--- src/rtl/rgb_reshaper_pkg.sv ---
// Shared types and helpers for the RGB565 frame reshaper.
// Holds the FSM states, channel indices and pixel expansion.
package rgb_reshaper_pkg;

  typedef enum logic [1:0] {
    IDLE,
    RUN,
    DRAIN,
    DONE
  } state_t;

  localparam logic [1:0] CH_R = 2'd0;
  localparam logic [1:0] CH_G = 2'd1;
  localparam logic [1:0] CH_B = 2'd2;
  localparam logic [1:0] CH_Y = 2'd3;

  localparam logic [7:0] Y_KR = 8'd77;
  localparam logic [7:0] Y_KG = 8'd150;
  localparam logic [7:0] Y_KB = 8'd29;

  typedef struct packed {
    logic [7:0] r;
    logic [7:0] g;
    logic [7:0] b;
    logic [7:0] y;
  } rgb8_t;

  function automatic rgb8_t expand565(input logic [15:0] px);
    rgb8_t o;
    logic [17:0] acc;
    o.r = {px[15:11], px[15:13]};
    o.g = {px[10:5], px[10:9]};
    o.b = {px[4:0], px[4:2]};
    o.y = 8'd0;
    // weights sum to 256, so the sum tops out below 2^16
    acc = 18'(Y_KR) * 18'(o.r)
        + 18'(Y_KG) * 18'(o.g)
        + 18'(Y_KB) * 18'(o.b);
    o.y = acc[15:8];
    return o;
  endfunction

endpackage

--- src/rtl/rgb565_expand.sv ---
// Combinational RGB565 to 8-bit R/G/B/Y expansion.
// No state; the reshaper top owns every register.
module rgb565_expand
  import rgb_reshaper_pkg::*;
(
  input  logic [15:0] px,
  output rgb8_t       pix
);

  assign pix = expand565(px);

endmodule

--- src/rtl/rgb_flow_reshaper.sv ---
// Streams an RGB565 frame out as 8-bit channel bytes,
// in planar or interleaved order, one byte per cycle.
module rgb_flow_reshaper
  import rgb_reshaper_pkg::*;
#(
  parameter int IMG_W   = 320,
  parameter int IMG_H   = 240,
  parameter int ADDR_W  = 20,
  parameter int PLANAR  = 1,
  parameter int GRAY_EN = 0
) (
  input  logic              clk,
  input  logic              rstn,
  input  logic              ena,
  output logic              rd_en,
  output logic [ADDR_W-1:0] rd_addr,
  input  logic [15:0]       rd_data,
  output logic              wr_en,
  output logic [ADDR_W-1:0] wr_addr,
  output logic [7:0]        wr_data,
  output logic              busy,
  output logic              done
);

  localparam int NCH = 3 + GRAY_EN;
  localparam int N   = IMG_W * IMG_H;
  localparam int TOT = NCH * N;
  localparam logic [ADDR_W-1:0] P_LAST = ADDR_W'(N - 1);
  localparam logic [ADDR_W-1:0] W_LAST = ADDR_W'(TOT - 1);
  localparam logic [1:0] C_LAST = 2'(NCH - 1);

  state_t state, state_n;

  logic [1:0]  rc;
  logic [1:0]  ch1;
  logic [1:0]  wc;
  logic        s1;
  logic [15:0] hold;
  logic [15:0] src;
  rgb8_t       px8;
  logic [1:0]  wch;
  logic [7:0]  byte_sel;
  logic        wr_nxt;
  logic        p_wrap;
  logic        c_wrap;
  logic        last_rd;
  logic        last_wr;

  assign p_wrap  = (rd_addr == P_LAST);
  assign c_wrap  = (rc == C_LAST);
  assign last_rd = rd_en && p_wrap && (PLANAR == 0 || c_wrap);
  assign last_wr = wr_en && (wr_addr == W_LAST);

  assign busy = (state == RUN) || (state == DRAIN);
  assign done = (state == DONE);

  always_ff @(posedge clk or negedge rstn) begin
    if (!rstn) state <= IDLE;
    else       state <= state_n;
  end

  always_comb begin
    state_n = state;
    unique case (state)
      IDLE:  if (ena) state_n = RUN;
      RUN:   if (last_rd) state_n = DRAIN;
      DRAIN: if (last_wr) state_n = DONE;
      DONE:  state_n = IDLE;
      default: state_n = IDLE;
    endcase
  end

  // interleaved channels 1.. replay the held pixel
  assign src = (PLANAR != 0 || s1) ? rd_data : hold;

  rgb565_expand u_expand (
    .px  (src),
    .pix (px8)
  );

  assign wch    = (PLANAR != 0) ? ch1 : (s1 ? CH_R : wc);
  assign wr_nxt = s1 || (PLANAR == 0 && wc != 2'd0);

  always_comb begin
    byte_sel = px8.y;
    unique case (wch)
      CH_R:    byte_sel = px8.r;
      CH_G:    byte_sel = px8.g;
      CH_B:    byte_sel = px8.b;
      default: byte_sel = px8.y;
    endcase
  end

  always_ff @(posedge clk or negedge rstn) begin
    if (!rstn) begin
      rd_en   <= 1'b0;
      rd_addr <= '0;
      rc      <= 2'd0;
      s1      <= 1'b0;
      ch1     <= 2'd0;
      wc      <= 2'd0;
      hold    <= 16'd0;
      wr_en   <= 1'b0;
      wr_addr <= '0;
      wr_data <= 8'd0;
    end else begin
      s1    <= rd_en;
      ch1   <= rc;
      wr_en <= wr_nxt;
      if (s1) hold <= rd_data;
      if (wr_nxt) begin
        wr_data <= byte_sel;
        wr_addr <= wr_en ? wr_addr + ADDR_W'(1) : '0;
      end
      if (s1)                wc <= 2'd1;
      else if (wc == C_LAST) wc <= 2'd0;
      else if (wc != 2'd0)   wc <= wc + 2'd1;

      if (state == IDLE) begin
        rd_en   <= ena;
        rd_addr <= '0;
        rc      <= 2'd0;
      end else if (state == RUN) begin
        if (PLANAR != 0) begin
          rd_en   <= !last_rd;
          rd_addr <= p_wrap ? '0 : rd_addr + ADDR_W'(1);
          if (p_wrap) rc <= rc + 2'd1;
        end else begin
          rd_en <= c_wrap;
          rc    <= c_wrap ? 2'd0 : rc + 2'd1;
          if (rd_en) rd_addr <= p_wrap ? '0 : rd_addr + ADDR_W'(1);
        end
      end else begin
        rd_en   <= 1'b0;
        rd_addr <= '0;
        rc      <= 2'd0;
      end
    end
  end

endmodule
--- config.mk ---
export PLATFORM = sky130hd
export DESIGN_NAME = rgb_flow_reshaper
export DESIGN_NICKNAME = d
export VERILOG_FILES = /design/src/rtl/rgb_reshaper_pkg.sv /design/src/rtl/rgb565_expand.sv /design/src/rtl/rgb_flow_reshaper.sv
export SDC_FILE = /design/constraint.sdc
export NUM_CORES = 1
export LEC_CHECK = 0
export CAP_MARGIN = 20
export CORE_ASPECT_RATIO = 1.5
export CORE_MARGIN = 10
export CORE_UTILIZATION = 45
export DETAILED_ROUTE_END_ITERATION = 10
export MAX_ROUTING_LAYER = met4
export PLACE_DENSITY_LB_ADDON = 0.2
export SLEW_MARGIN = 20
export SYNTH_ARGS = -nofsm -noshare
export SYNTH_HDL_FRONTEND = slang
export SYNTH_SLANG_ARGS = --single-unit
--- constraint.sdc ---
create_clock -name clk -period 3.3 [get_ports clk]
set_clock_uncertainty 0.05 [all_clocks]
set_input_delay 0.99 -clock clk [delete_from_list [all_inputs] [get_ports clk]]
set_output_delay 0.99 -clock clk [all_outputs]
set_load 0.005 [all_outputs]
Word level (Yosys, flattened, before mapping)
Cells that the tools add are included.

Equality and inequality tests: 12. Add/subtract/negate cells: 5. Reduce and logical (&&, ||, !) cells: 8. $mul: 3. Mux-type cells: 14.

Operators by type and width (number): 20-bit 2-to-1 mux (4); 20-bit by 1-bit adder with 20-bit output (second input constant) (2); 7-bit by 8-bit multiplier with 15-bit output (first input constant) (2); 8-bit one-hot mux with 3 select lines (1); 20-bit by 17-bit == test with 1-bit output (second input constant) (1); 20-bit by 18-bit == test with 1-bit output (second input constant) (1); 15-bit by 16-bit adder with 16-bit output (1); 16-bit by 13-bit adder with 16-bit output (1); 5-bit by 8-bit multiplier with 13-bit output (first input constant) (1); 2-bit 2-to-1 mux (6); 2-bit == test (second input constant) (4); 2-bit one-hot mux with 4 select lines (1); 2-bit inequality test (second input constant) (3); 2-bit by 1-bit == test with 1-bit output (second input constant) (2); 2-bit logical NOT (2); 1-bit logical AND (3); 3-bit inequality test (second input constant) (1); 3-bit AND reduction (1); 2-bit by 1-bit adder with 2-bit output (second input constant) (1); 1-bit 2-to-1 mux (2); 1-bit logical NOT (1); 1-bit logical OR (1).

Output and inout bits: 52. Bits in registers: 57.

Logic depth before layout (Yosys ltp)
Word-level depth: 6. Mapped depth: 25. Gate-level depth less buffers: 25.

Hierarchy
From an unflattened synthesis, not the netlist that was laid out.

Cell total of the unflattened synthesis: 612. Area, all modules: 6157.2 um^2.

Modules (own cells, without submodules): rgb565_expand (cells each 345, instances 1, sequential area each 0.0 um^2, area an instance 3271.9 um^2); rgb_flow_reshaper (cells each 267, instances 1, sequential area each 1426.4 um^2, area an instance 2885.3 um^2).

Worst setup path before layout
No wires, ideal clock.

Kind: input-to-reg. Start: in rd_data[7]. End: reg wr_data[7]. Data required time: 3.130 ns. Arrival time: 6.821 ns. Setup slack: -3.690 ns. Setup time: 0.120 ns. Stages on the path: 22. Path through: ha_1 > ha_1 > inv_1 > fa_1 > fa_1 > inv_1 > ha_1 > xnor2_1 > fa_1 > fa_1 > inv_1 > fa_1 > fa_1 > inv_1 > ha_1 > a21o_2 > nand2_1 > a31oi_1 > a31oi_4 > a21oi_2 > or4b_1 > and3_1.

Cells in the longest elaborated chain, start to end: 4.

Ends and longest elaborated chain: from (decl) (RTL line rgb_flow_reshaper.sv:17) `input logic [15:0] rd_data,`; 7-bit by 8-bit multiplier with 15-bit output (RTL line rgb_reshaper_pkg.sv:37) `+ 18'(Y_KG) * 18'(o.g)`; 15-bit by 16-bit adder with 16-bit output (RTL line rgb_reshaper_pkg.sv:37); 16-bit by 13-bit adder with 16-bit output (RTL line rgb_reshaper_pkg.sv:38) `+ 18'(Y_KB) * 18'(o.b);`; 8-bit one-hot mux with 3 select lines (RTL line rgb_flow_reshaper.sv:86) `unique case (wch)`; to (signal assigned) (RTL line rgb_flow_reshaper.sv:112) `wr_data <= byte_sel;`; to (decl) (RTL line rgb_flow_reshaper.sv:20) `output logic [7:0] wr_data,`.

No other way between the ends. A chain may end at the register's enable or synchronous reset.

Worst setup path in the final report
Start: in rd_data[9]. End: reg wr_data[7].

Same word-level chain as after synthesis.

==> flow_summary_export.csv <==
group,metric,value,unit
outcome,status,"complete, but fails checks",
outcome,violations,"setup timing",
cts,worstSkewPairLatency,0.32,ns
floorplanning,fp.dieH,160,um
setup_path,slowest_stage,"fa_1",
global_routing,grt_pass1_vias,5474,
synthesis,synth_edf_count,0,
setup_path,start_kind,"primary input",
timing,holdWs,0.336,ns
timing,worst_pin_slew,0.699,ns
synthesis,synth_top_area_cell,"dfrtp_1",
synthesis,yosys.area.top_type_share,24.2,%
timing,post-route-min-period,6.39,ns
setup_path,worstPathArrival,6.55,ns
finish,n_fill_cell,1041,
synthesis,synth-seq-area-share,24.2,%
route,firstDrtPassIters,4,
cts,path_clk_slew,0.05,ns
cts,clk_path_buf_depth,2,
synthesis,yosys-top-cells-area,"dfrtp_1 24%, ha_1 19%, fa_1 18%, inv_1 6.3%, xor2_1 4.5%",
setup_path,crit_fanout,3,
global_routing,grt_overflow,0,
route,vias,4889,
setup_path,timing.rr.start,"rd_addr[2]",
synthesis,avgSynthCellArea,9.73,um2
global_routing,grt_util_all_layers,18.0,%
timing,relSlewSlack,53.4,%
finish,layout-drive-gt1-share,24.0,%
synthesis,syn_area,0.00589,mm2
timing,maxSlewViolCount,0,
floorplanning,die-area,0.0182,mm2
floorplanning,start_util,45.7,%
route,ant_nets,0,
placement,dp_hpwl,12500,um
setup_path,setup.worst_path.class,"in -> reg",
pwr,leakage,3.94,nW
cts,hold_buffers,0,
route,wirelength,15600,um
synthesis,synth_cell_types,58,
synthesis,ys.flop_type,"dfrtp_1",
setup_path,slowest_delay,0.53,ns
flow_run,max_cap_violations,0,
timing,final.setup.tns,-23.34,ns
placement,gp_congestion,0.894,
timing,timing.fmax,0.156,GHz
route,wl_per_cell,16.8,um
finish,diodes,0,
global_routing,grt_max_degree,28,
pwr,p_per_area,1180,mW/mm2
global_routing,grt_pass1_wl,26100,um
route,drc,0,
timing,finalHoldViolations,0,
finish,final_nets,927,
cts,numCtsBuffers,9,
worst_hold_path,min_from,"rc[0]",
synthesis,netlist_instances,605,
setup_path,crit_required,3.46,ns
global_routing,antenna_found_initial,0,
synthesis,syn_nets,768,
floorplanning,rows,51,
timing,setup_ws,-3.09,ns
worst_hold_path,hold_path_class,"reg -> reg",
route,vias_per_cell,5.27,
route,first_iter_violations,153,
timing,rsz0062_at_grt,"yes",
cts,cts_tree,"done",
floorplanning,die_x,113,um
pwr,irDropWorstVdd,0.00135,V
setup_path,startpoint,"rd_data[9]",
floorplanning,io_pins,71,
cts,cts_root_buf,"clkbuf_16",
cts,h-tree-depth,3,
timing,period_share,194,%
synthesis,ys_seq_elements,57,
finish,final_common_cell,"inv_1",
floorplanning,coreArea,0.0129,mm2
setup_path,path_cells,"buf_8 -> ha_4 -> ha_4 -> inv_2 -> fa_1 -> fa_1 -> inv_2 -> ha_4 -> xnor2_2 -> fa_1 -> fa_1 -> inv_1 -> fa_1 -> fa_1 -> inv_2 -> ha_4 -> a21o_4 -> nand2_4 -> o211ai_4 -> a31oi_4 -> a21oi_2 -> or4b_1 -> and3_1",
finish,layout-area-overhead-vs-synth,39.6,%
synthesis,yosys_warnings,0,
setup_path,crit_top_cell,"fa_1",
timing,finalSetupViolations,8,
finish,final_cell_mix,"92 x inv_1, 76 x buf_4, 66 x ha_1",
placement,port_buffers,70,
cts,cts.sinks,57,
synthesis,ys_async_sr_fraction,100,%
setup_path,crit_path_end_kind,"register",
==> registers in the layout, summed over array words and instances, names as in the netlist <==
name     flops
ch1          2
rc           2
rd_addr     20
rd_en        1
s1           1
state        2
wr_addr     20
wr_data      8
wr_en        1
==> repair_timing <==
item,4_1_cts,5_1_grt
buffers inserted,5,8
pin swaps,41,44
resized for setup,52,30
endpoints found under the setup margin,8,8
==> routing by layer <==
metal  track usage [%]  wire [um]  up-vias  part of all wire (%)
met5                 -          0        -                     0
met4              7.52        408        0                   2.6
met3              3.11        558       33                   3.6
met2              32.3       8640      112                    56
met1              18.7       5950     2403                    38
li1                  -          -     2341                     -
==> cell type report <==
| type | instances | area [um2] | area share (%) |
|---|---|---|---|
| multi-input combinational | 441 | 4530 | 55.2 |
| sequential | 57 | 1430 | 17.4 |
| timing repair buffer | 156 | 1390 | 16.9 |
| clock inverter | 1 | 7.51 | 0.0913 |
| inverter | 99 | 372 | 4.52 |
| clock buffer | 14 | 294 | 3.58 |
| tap | 159 | 199 | 2.42 |
==> worst max-delay path: cells and delay by family <==
kind                     cells  cell delay (ns)
AND/OR/NAND/NOR              3             0.70
buffers and inverters        5             0.28
AO/OA/AOI/OAI                4             0.60
XOR/XNOR                     1             0.13
adder cells (fa/ha/maj)     10             3.83
==> stage by stage <==
| stage | instances | cell area [um2] | worst slack (ns) | power, mW | util, % |
|---|---|---|---|---|---|
| final | 927 | 8220 | -3.09 | 9.72 | 63.8 |
| after global routing | 927 | 8220 | -3.26 | 10.5 | 63.8 |
| after global placement | 899 | 7530 | -3.86 | 6.63 | 58.4 |
| after detailed placement | 899 | 7530 | -3.95 | 6.83 | 58.4 |
| after CTS | 919 | 7990 | -3.23 | 8.52 | 62.0 |
| after floorplan | 605 | 6130 | -3.17 | 5.17 | - |
==> power breakdown <==
group          total, mW  internal (mW)  switching (mW)
clock network      0.907          0.605           0.301
logic               8.10           4.16            3.94
registers          0.717          0.710         0.00698
==> Yosys cell counts, types with 2 or more instances <==
| cell | n |
|---|---|
| inv_1 | 99 |
| ha_1 | 90 |
| nor2_1 | 63 |
| dfrtp_1 | 57 |
| fa_1 | 54 |
| xor2_1 | 30 |
| nand2_1 | 24 |
| a21oi_1 | 23 |
| nand3_1 | 23 |
| xnor2_1 | 16 |
| o21ai_0 | 13 |
| nand4_1 | 11 |
| nor3_1 | 7 |
| clkbuf_1 | 6 |
| o31ai_1 | 6 |
| a31oi_1 | 5 |
| and3_1 | 5 |
| and4_1 | 5 |
| mux2i_1 | 5 |
| nand2b_1 | 5 |
| o21a_1 | 5 |
| or3_1 | 5 |
| nor4_1 | 4 |
| nor2b_1 | 3 |
| a21o_2 | 2 |
| and3_2 | 2 |
| nor4b_1 | 2 |
| o211ai_1 | 2 |
| o221ai_1 | 2 |
| or2_1 | 2 |
| or2_2 | 2 |
==> cell families after synthesis <==
group           Yosys count  share of synthesized area (%)
compound gates           74                           8.76
flops                    57                           24.2
mux                       6                           1.10
fa+ha+maj               144                           37.5
xor+xnor                 46                           6.84
simple gates            171                           14.6
buf+inv                 107                           7.01
==> path summary, 6_finish.rpt <==
check	to	slack [ns]	cells past startpoint
setup / recovery	wr_data[7]	-3.09	23
min in group asynchronous	rd_addr[5]	0.62	1
hold / removal	ch1[0]	0.34	0
setup reg to reg	rd_addr[3]	0.92	7
max in group asynchronous	wr_addr[4]	1.92	2
hold reg to reg	ch1[0]	0.34	0
Note: power is estimated with default switching activity, not from simulation.
